$ cat src/rtl/clk_div_monitor.sv
// clk_div_monitor
// Measures the period and high time of a divided clock that is synchronous
// to i_clk. Declares lock once the period has repeated LOCK_CNT times, and
// raises a sticky timeout when the divided clock stops toggling.
module clk_div_monitor #(
    parameter int CNT_W      = 8,
    parameter int LOCK_CNT   = 3,
    parameter int MAX_PERIOD = 255
) (
    input  logic             i_clk,
    input  logic             i_reset,
    input  logic             i_div_clk,
    output logic [CNT_W-1:0] o_period,
    output logic [CNT_W-1:0] o_high,
    output logic             o_valid,
    output logic             o_locked,
    output logic             o_timeout
);

    localparam int               RUN_W  = $clog2(LOCK_CNT + 1);
    localparam logic [CNT_W-1:0] MAX_V  = CNT_W'(MAX_PERIOD);
    localparam logic [RUN_W-1:0] LOCK_V = RUN_W'(LOCK_CNT);

    typedef enum logic [1:0] {
        IDLE   = 2'd0,
        MEAS   = 2'd1,
        LOCKED = 2'd2
    } state_t;

    state_t           state;
    state_t           state_nxt;

    logic             r_div_d;
    logic [CNT_W-1:0] r_per;
    logic [CNT_W-1:0] r_hi;
    logic [RUN_W-1:0] r_run;

    logic             div_rise;
    logic             per_sat;
    logic [CNT_W-1:0] per_nxt;
    logic [CNT_W-1:0] hi_nxt;
    logic [RUN_W-1:0] run_cap;

    logic [CNT_W-1:0] period_nxt;
    logic [CNT_W-1:0] high_nxt;
    logic             valid_nxt;
    logic             locked_nxt;
    logic             timeout_nxt;
    logic [RUN_W-1:0] run_nxt;

    // Rising-edge detect and saturating period/high counters
    always_comb begin
        div_rise = i_div_clk & ~r_div_d;
        per_sat  = (r_per >= MAX_V);
        per_nxt  = r_per;
        hi_nxt   = r_hi;
        if (div_rise) begin
            per_nxt = CNT_W'(1);
            hi_nxt  = CNT_W'(1);
        end else begin
            if (!per_sat) begin
                per_nxt = r_per + CNT_W'(1);
            end
            if (i_div_clk && (r_hi < MAX_V)) begin
                hi_nxt = r_hi + CNT_W'(1);
            end
        end
    end

    // Run length that a capture in this cycle would produce
    always_comb begin
        run_cap = RUN_W'(1);
        if ((r_run != '0) && (r_per == o_period)) begin
            run_cap = (r_run >= LOCK_V) ? LOCK_V : (r_run + RUN_W'(1));
        end
    end

    // Next-state and registered-output decode
    always_comb begin
        state_nxt   = state;
        period_nxt  = o_period;
        high_nxt    = o_high;
        valid_nxt   = 1'b0;
        locked_nxt  = o_locked;
        timeout_nxt = o_timeout;
        run_nxt     = r_run;
        case (state)
            IDLE: begin
                // First edge only arms measurement; the partial period is dropped
                if (div_rise) begin
                    state_nxt   = MEAS;
                    run_nxt     = '0;
                    timeout_nxt = 1'b0;
                end
            end
            MEAS, LOCKED: begin
                // Edge takes priority over a coincident timeout threshold
                if (div_rise) begin
                    period_nxt = r_per;
                    high_nxt   = r_hi;
                    valid_nxt  = 1'b1;
                    run_nxt    = run_cap;
                    if (run_cap == LOCK_V) begin
                        state_nxt  = LOCKED;
                        locked_nxt = 1'b1;
                    end else begin
                        state_nxt  = MEAS;
                        locked_nxt = 1'b0;
                    end
                end else if (per_sat) begin
                    state_nxt   = IDLE;
                    run_nxt     = '0;
                    locked_nxt  = 1'b0;
                    timeout_nxt = 1'b1;
                end
            end
            default: begin
                state_nxt = IDLE;
            end
        endcase
    end

    // FSM state register
    always_ff @(posedge i_clk) begin
        if (i_reset) begin
            state <= IDLE;
        end else begin
            state <= state_nxt;
        end
    end

    // Datapath and output registers
    always_ff @(posedge i_clk) begin
        if (i_reset) begin
            r_div_d   <= 1'b0;
            r_per     <= '0;
            r_hi      <= '0;
            r_run     <= '0;
            o_period  <= '0;
            o_high    <= '0;
            o_valid   <= 1'b0;
            o_locked  <= 1'b0;
            o_timeout <= 1'b0;
        end else begin
            r_div_d   <= i_div_clk;
            r_per     <= per_nxt;
            r_hi      <= hi_nxt;
            r_run     <= run_nxt;
            o_period  <= period_nxt;
            o_high    <= high_nxt;
            o_valid   <= valid_nxt;
            o_locked  <= locked_nxt;
            o_timeout <= timeout_nxt;
        end
    end

endmodule

$ cat config.mk
export PLATFORM = sky130hd
export DESIGN_NAME = clk_div_monitor
export DESIGN_NICKNAME = d
export VERILOG_FILES = /design/src/rtl/clk_div_monitor.sv
export SDC_FILE = /design/constraint.sdc
export NUM_CORES = 1
export LEC_CHECK = 0
export BUFFER_PORTS_ARGS = -buffer_cell sky130_fd_sc_hd__buf_2
export CORE_ASPECT_RATIO = 0.8
export CORE_MARGIN = 2
export CORE_UTILIZATION = 50
export DETAILED_ROUTE_END_ITERATION = 8
export HOLD_SLACK_MARGIN = 0.02
export PLACE_DENSITY_LB_ADDON = 0.08
export RECOVER_POWER = 25
export SLEW_MARGIN = 20
export SYNTH_ARGS = -nofsm -noshare
export SYNTH_HDL_FRONTEND = slang
export SYNTH_SLANG_ARGS = --single-unit
$ cat constraint.sdc
create_clock -name i_clk -period 1.5 [get_ports i_clk]
set_input_delay 0.3 -clock i_clk [delete_from_list [all_inputs] [get_ports i_clk]]
set_output_delay 0.3 -clock i_clk [all_outputs]
set_load 0.03 [all_outputs]
==> metrics.log, run 1 <==
INFO  metric drc = 0
INFO  metric total_cts_buffers = 5
INFO  metric vias_per_cell = between 5 and 6
INFO  metric crit_type = flip-flop to flip-flop
INFO  metric critical_path_required = 1.69 ns
INFO  metric netlist_instances = 225
INFO  metric power.static_leakage = ~0.89 nW
INFO  metric yosysWarnings = 0
INFO  metric clkSinkCount = 40
INFO  metric post-route-period-util = ~96%
INFO  metric antenna_found_initial = 0
INFO  metric mappedNetlistNets = ~230
INFO  metric areaGrowthSynthToFinish = 20.7%
INFO  metric clock_insertion_delay_worst_skew = 0.30 ns
INFO  metric outcome = complete, no violations
INFO  metric finalCriticalPeriod = roughly 1.4 ns
INFO  metric regArea = 805 sq um
INFO  metric r2r-end = state[0]$_SDFFE_PP0P_
INFO  metric design.portCount = 22
INFO  metric grt_start_max_net_pins = 18
INFO  metric cts_tree = yes
INFO  metric crit_end = state[0]$_SDFFE_PP0P_
INFO  metric timing.max_slew.rel_slack = approximately three quarters
INFO  metric synthDistinctLibCells = 46
INFO  metric sw_frac_of_total = 25.6%
INFO  metric worst_case_register_to_register_setup_slack = 0.07 ns
INFO  metric crit_path_start = r_per[1]$_SDFFE_PP0N_
INFO  metric first_global_vias = ~1600
INFO  metric power_density = around 900 mW/mm^2
INFO  metric gp_congestion = about 0.86
INFO  metric dpl.hpwl = ~3300 microns
INFO  metric cts.path.max_buffers = 2
INFO  metric chipHeight = around 59 microns
INFO  metric synth_seq_cells = 40
INFO  metric critical_path_peak_fanout = 5
INFO  metric floorplan.die_area = approximately 0.0042 sq mm
INFO  metric globalRouteTotalUtil = between 20 and 25%
INFO  metric initialDrtViolationCount = 100
INFO  metric clock_power_share = 35.9%
INFO  metric cp.arrival = 1.63 ns
INFO  metric drv.max_cap_violation_count = 0
INFO  metric netSwitchingPower = about 530 uW
INFO  metric wire_length_of_the_first_global_routing_pass = 7260 microns
INFO  metric pins_over_their_slew_limit = 0
INFO  metric rows = 19
INFO  metric p_int = about 1.5 mW
INFO  metric overflow = 0
INFO  metric ctsHoldBuffers = 0
INFO  metric fin_skew = 0.00529 ns
INFO  metric timing_worst_slew_pin_value = 0.372 ns
INFO  metric unrepaired_setup_endpoints_after_global_routing = no
INFO  metric fp.dieW = between 70 and 80 microns
INFO  metric nFillCells = between 300 and 400
INFO  metric clock_pin_transition_on_the_worst_setup_and_hold_timing_paths = 0.08 ns
INFO  metric finish.cell_count_without_fillers = about 310
INFO  metric holdWs = 0.390 ns
INFO  metric ctsHtreeMaxLevel = 2
INFO  metric place.detailed.instances = 298
INFO  metric ir_worst_vdd = ~0.00063 V
INFO  metric syn-cell-area = 0.00187 sq mm
INFO  metric postRouteWirelength = between 4000 and 5000 microns
INFO  metric clockRootBuffer = clkbuf_8
INFO  metric post_synthesis_sequential_area_ratio = a little over two fifths
INFO  metric worst_r2r_start = r_per[1]$_SDFFE_PP0N_
INFO  metric layout-drive-gt1-share = 19.3%
INFO  metric num_antenna_cells = 0
INFO  metric end_kind = flip-flop
INFO  metric starting_density_of_the_core = between 50% and 60%
INFO  metric antenna_left = 0
INFO  metric syn_area_per_cell = 8.31 sq um
INFO  metric detail_route.first_pass.iterations = 4
INFO  metric final_nets = 270
INFO  metric finalSetupViolations = 0
INFO  metric max_clock_freq = between 0.6 and 0.7 GHz
INFO  metric wl_per_cell = between 10 and 15 microns
INFO  metric start_kind = flip-flop
INFO  metric min-delay-path-class = input pin to flip-flop
INFO  metric power.share.sequential = 53.1%
INFO  metric floorplan.core_area = approximately 0.0035 sq mm
INFO  metric worst_r2r_path_depth = 5
INFO  metric final_hold_viol_count = 0
INFO  metric multiInputGateArea = approximately 0.0010 sq mm
INFO  metric route.vias.total = between 1500 and 2000
INFO  metric portBuffers = 21
INFO  metric setup_tns = 0 ns
INFO  metric combinationalPowerShare = between 10% and 20%
-- what timing repair did --
action                                 in CTS  in global routing
pin swaps                                   0                  2
resized for setup                           2                  7
setup endpoints to repair                   3                 10
endpoints found under the hold margin       0                  0
setup buffers                               0                  0
-- routing by layer --
layer / global-route usage, % / routed length [microns] / part of all wire, %
met5: 0 / 0 / 0
met4: 7.94 / 61 / 1.4
met3: 6.68 / 232 / 5.3
met2: 38.3 / 2120 / 48
met1: 28.2 / 1960 / 45
-- registers in the layout (all words and copies together), names as in the netlist, 2 cells and up --
name	count
o_high	8
state	2
r_hi	8
o_period	8
r_per	8
r_run	2
-- synthesized netlist by cell type, drive strengths merged --
master,n,area (sq um)
a211o,2,17.5
a211oi,1,7.51
a21oi,25,125
a311oi,1,15.0
a31oi,2,12.5
a32o,1,10.0
and2,1,6.26
and2b,1,7.51
and3,3,18.8
buf,8,47.5
clkbuf,2,7.51
dfxtp,40,801
ha,4,50.1
inv,9,33.8
mux2i,1,10.0
nand2,38,143
nand2b,3,18.8
nand3,6,35.0
nand4,6,52.6
nand4b,1,8.76
nor2,20,85.1
nor2b,4,25.0
nor3,6,35.0
nor3b,1,7.51
nor4,6,43.8
o2111ai,2,17.5
o211a,1,10.0
o211ai,1,7.51
o21a,2,15.0
o21ai,10,50.1
o22ai,1,6.26
o2bb2ai,2,17.5
o41ai,1,8.76
xnor2,1,8.76
xor2,12,105
-- worst min path at each step --
stage	start	to	slack [ns]	cells after the start
after global routing	i_reset	o_high[7]$_SDFFE_PP0P_	0.41	3
after CTS	i_div_clk	r_div_d$_SDFF_PP0_	0.38	3
after floorplan	i_div_clk	r_div_d$_SDFF_PP0_	0.45	2
after global placement	o_high[7]$_SDFFE_PP0P_	o_high[7]$_SDFFE_PP0P_	0.44	2
final	i_reset	r_run[1]$_SDFFE_PP0P_	0.39	4
after detailed placement	o_high[7]$_SDFFE_PP0P_	o_high[7]$_SDFFE_PP0P_	0.45	2
-- critical path: stages, from the launching register on --
cell     delay [ns]
dfxtp_2        0.38
ha_1           0.19
nand3_2        0.12
o21a_1         0.21
o211a_1        0.21
a211o_1        0.22
-- layout by cell type (no fill, tap or decap), types with 2 or more instances in the layout --
master and instances:
a211o_1 2, a21oi_1 25, a31oi_1 2, and3_1 3
buf_2 7, buf_4 19, clkbuf_1 14, clkbuf_8 6
clkinv_2 2, dfxtp_1 37, dfxtp_2 3, ha_1 2
inv_1 8, nand2_1 38, nand2b_1 3, nand3_1 5
nand4_1 5, nor2_1 18, nor2b_1 4, nor3_1 5
nor4_1 3, nor4_2 2, o2111ai_1 2, o21a_1 2
o21ai_0 8, o21ai_1 2, xor2_1 12
-- kinds of logic after synthesis --
logic type	count (synthesis)	share of synthesized area, %
adders and majority gates	4	2.68
muxes	1	0.535
xor gates and xnor gates	13	6.09
buffers and inverters	19	4.75
and+or+nand+nor	96	26.0
DFF	40	42.8
AOI/OAI and AO/OA	52	17.1
-- cell type report --
cell class,instances,share of cell area [%]
inverters,9,1.50
flip-flops and latches,40,35.6
well taps,42,2.33
clock inverters,2,0.443
clock buffers,6,3.66
repair buffers,41,11.1
multi-input cells,166,45.3
-- metrics by stage --
| step | instance area (sq um) | total power [mW] | util, % | setup slack [ns] |
|---|---|---|---|---|
| floorplan | 1870 | 1.25 | - | 0.0452 |
| global placement | 2140 | 1.32 | 60.7 | 0.0532 |
| detailed placement | 2140 | 1.33 | 60.7 | -0.117 |
| CTS | 2250 | 2.08 | 63.9 | 0.00591 |
| global route | 2260 | 2.14 | 64.2 | 0.00239 |
| finish | 2260 | 2.07 | 64.2 | 0.0669 |
-- power groups by stage --
| stage | logic [mW] | clock network [mW] | registers, mW |
|---|---|---|---|
| final | 0.229 | 0.742 | 1.10 |
| after global routing | 0.253 | 0.790 | 1.10 |
| after CTS | 0.224 | 0.760 | 1.10 |
| after detailed placement | 0.211 | 0 | 1.12 |
| after global placement | 0.204 | 0 | 1.12 |
| after floorplan | 0.121 | 0 | 1.13 |
Note: power is estimated with default switching activity, not from simulation.
==> run 2, diff against run 1 <==
Settings changed: CELL_PAD_IN_SITES_DETAIL_PLACEMENT from default to 0, CELL_PAD_IN_SITES_GLOBAL_PLACEMENT from default to 1, CORE_UTILIZATION 50 to 38.
==> metrics.log, run 2 (synthesized netlist as in run 1, its figures left out) <==
INFO  metric outcome = complete, no violations
INFO  metric final_hold_viol_count = 0
INFO  metric fp.dieW = slightly above 80 microns
INFO  metric design.portCount = 22
INFO  metric ir_worst_vdd = 0.000477 V
INFO  metric hold_start = i_reset
INFO  metric pins_over_their_slew_limit = 0
INFO  metric drv.max_cap_violation_count = 0
INFO  metric cts.path.max_buffers = 2
INFO  metric rows = 22
INFO  metric post-route-period-util = between 90% and 100%
INFO  metric worst_r2r_path_depth = 4
INFO  metric wire_length_of_the_first_global_routing_pass = between 7000 and 8000 microns
INFO  metric detail_route.first_pass.iterations = 4
INFO  metric clock_insertion_delay_worst_skew = between 0.2 and 0.3 ns
INFO  metric clock_power_share = 35.7%
INFO  metric p_int = around 1.5 mW
INFO  metric combinationalPowerShare = between 10% and 20%
INFO  metric finalCriticalPeriod = between 1 and 1.5 ns
INFO  metric floorplan.core_area = around 0.0047 sq mm
INFO  metric drc = 0
INFO  metric postRouteWirelength = 4620 microns
INFO  metric fin_skew = 0.00515 ns
INFO  metric whs_path_depth = 2
INFO  metric floorplan.die_area = 0.00550 sq mm
INFO  metric dpl.hpwl = 3440 microns
INFO  metric crit_type = flip-flop to flip-flop
INFO  metric clockRootBuffer = clkbuf_8
INFO  metric antenna_left = 0
INFO  metric unrepaired_setup_endpoints_after_global_routing = yes
INFO  metric globalRouteTotalUtil = between 10% and 20%
INFO  metric overflow = 0
INFO  metric max_clock_freq = roughly 0.68 GHz
INFO  metric timing_worst_slew_pin_value = around 0.37 ns
INFO  metric gp_congestion = between 0.8 and 0.9
INFO  metric mostFrequentLayoutCells = nand2_1, dfxtp_1, a21oi_1
INFO  metric cp.arrival = between 1.5 and 2 ns
INFO  metric hold_path_end = o_timeout$_SDFFE_PP0P_
INFO  metric power_density = just under 900 mW/mm^2
INFO  metric netSwitchingPower = about 520 uW
INFO  metric fin_total_pwr = 2.06 mW
INFO  metric critical_path_required = approximately 1.7 ns
INFO  metric grt_start_max_net_pins = 13
INFO  metric r2r-end = state[0]$_SDFFE_PP0P_
INFO  metric layout-drive-gt1-share = between 20% and 30%
INFO  metric portBuffers = 21
INFO  metric power.share.sequential = between 50% and 60%
INFO  metric critical_path_peak_fanout = 6
INFO  metric first_global_vias = around 1600
INFO  metric worst_slack = 0.0326 ns
INFO  metric vias_per_cell = roughly 5.3
INFO  metric cts_tree = yes
INFO  metric start_kind = flip-flop
INFO  metric mostFrequentLayoutCell = nand2_1
INFO  metric initialDrtViolationCount = 73
INFO  metric starting_density_of_the_core = about 40%
INFO  metric timing.max_slew.rel_slack = approximately 75%
INFO  metric worst_case_register_to_register_setup_slack = 0.03 ns
INFO  metric end_kind = flip-flop
INFO  metric preCtsSetupSlack = -0.140 ns
INFO  metric total_cts_buffers = 5
INFO  metric antenna_found_initial = 0
INFO  metric final_nets = 274
INFO  metric postLayoutCellArea = 0.00235 sq mm
INFO  metric wl_per_cell = roughly 14 microns
INFO  metric ctsHtreeMaxLevel = 2
INFO  metric sw_frac_of_total = roughly 25%
INFO  metric areaGrowthSynthToFinish = 25.6%
INFO  metric route.vias.total = roughly 1700
INFO  metric dpl_cell_area = around 0.0021 sq mm
INFO  metric clkSinkCount = 40
INFO  metric ctsHoldBuffers = 0
INFO  metric worst_r2r_start = r_per[2]$_SDFFE_PP0N_
INFO  metric num_antenna_cells = 0
INFO  metric clock_pin_transition_on_the_worst_setup_and_hold_timing_paths = around 0.08 ns
INFO  metric power.static_leakage = a little over 0.9 nW
INFO  metric chipHeight = 66.8 microns
INFO  metric min-delay-path-class = input pin to flip-flop
INFO  metric crit_path_start = r_per[2]$_SDFFE_PP0N_
INFO  metric finalSetupViolations = 0
run 2: worst max-delay path by stage:
stage,endpoint,slack [ns],cells after the start
2_1_floorplan,state[0]$_SDFFE_PP0P_,0.05,5
3_3_place_gp,o_locked$_SDFFE_PP0P_,-0.09,6
3_5_place_dp,o_locked$_SDFFE_PP0P_,-0.14,6
4_1_cts,o_locked$_SDFFE_PP0P_,0.008,6
5_1_grt,state[0]$_SDFFE_PP0P_,-0.06,4
6_report,state[0]$_SDFFE_PP0P_,0.03,4
run 2: power by group through the flow:
stage | clock network, mW | registers, mW | logic [mW]
after floorplan | 0 | 1.13 | 0.121
after global placement | 0 | 1.12 | 0.201
after detailed placement | 0 | 1.12 | 0.206
after CTS | 0.763 | 1.10 | 0.218
after global routing | 0.796 | 1.10 | 0.253
final | 0.737 | 1.09 | 0.233
run 2: area by class of cell:
cell class	instances	area [sq um]
fill	469	2300
multi-input combinational	166	1060
sequential	40	816
timing repair buffer	45	274
clock buffer	8	90.1
tap	60	75.1
inverter	9	33.8
run 2: routing by layer:
metal	wire length (microns)	global-route usage (%)
met2	2250	31.4
met5	0	0
met4	32	5.21
met3	162	4.47
met1	2180	21.4
run 2: repair_timing:
action                                  4_1_cts  5_1_grt
buffers inserted                              1        3
pin swaps                                     1        6
endpoints found under the setup margin       17       20
resized for setup                             8       18
run 2: critical path: stages (launching register included):
cell and delay (ns):
dfxtp_4 0.38, xor2_2 0.16, nor4_2 0.33, nand4b_1 0.18, a211o_1 0.32
run 2: stage by stage:
step	hold WS (ns)	TNS (ns)	utilization, %	instances
floorplan	0.450	0	-	225
global placement	0.445	-0.152	46.1	316
detailed placement	0.447	-0.401	46.1	316
CTS	0.230	0	48.8	325
global route	0.237	-0.0784	50.5	328
finish	0.241	0	50.5	328
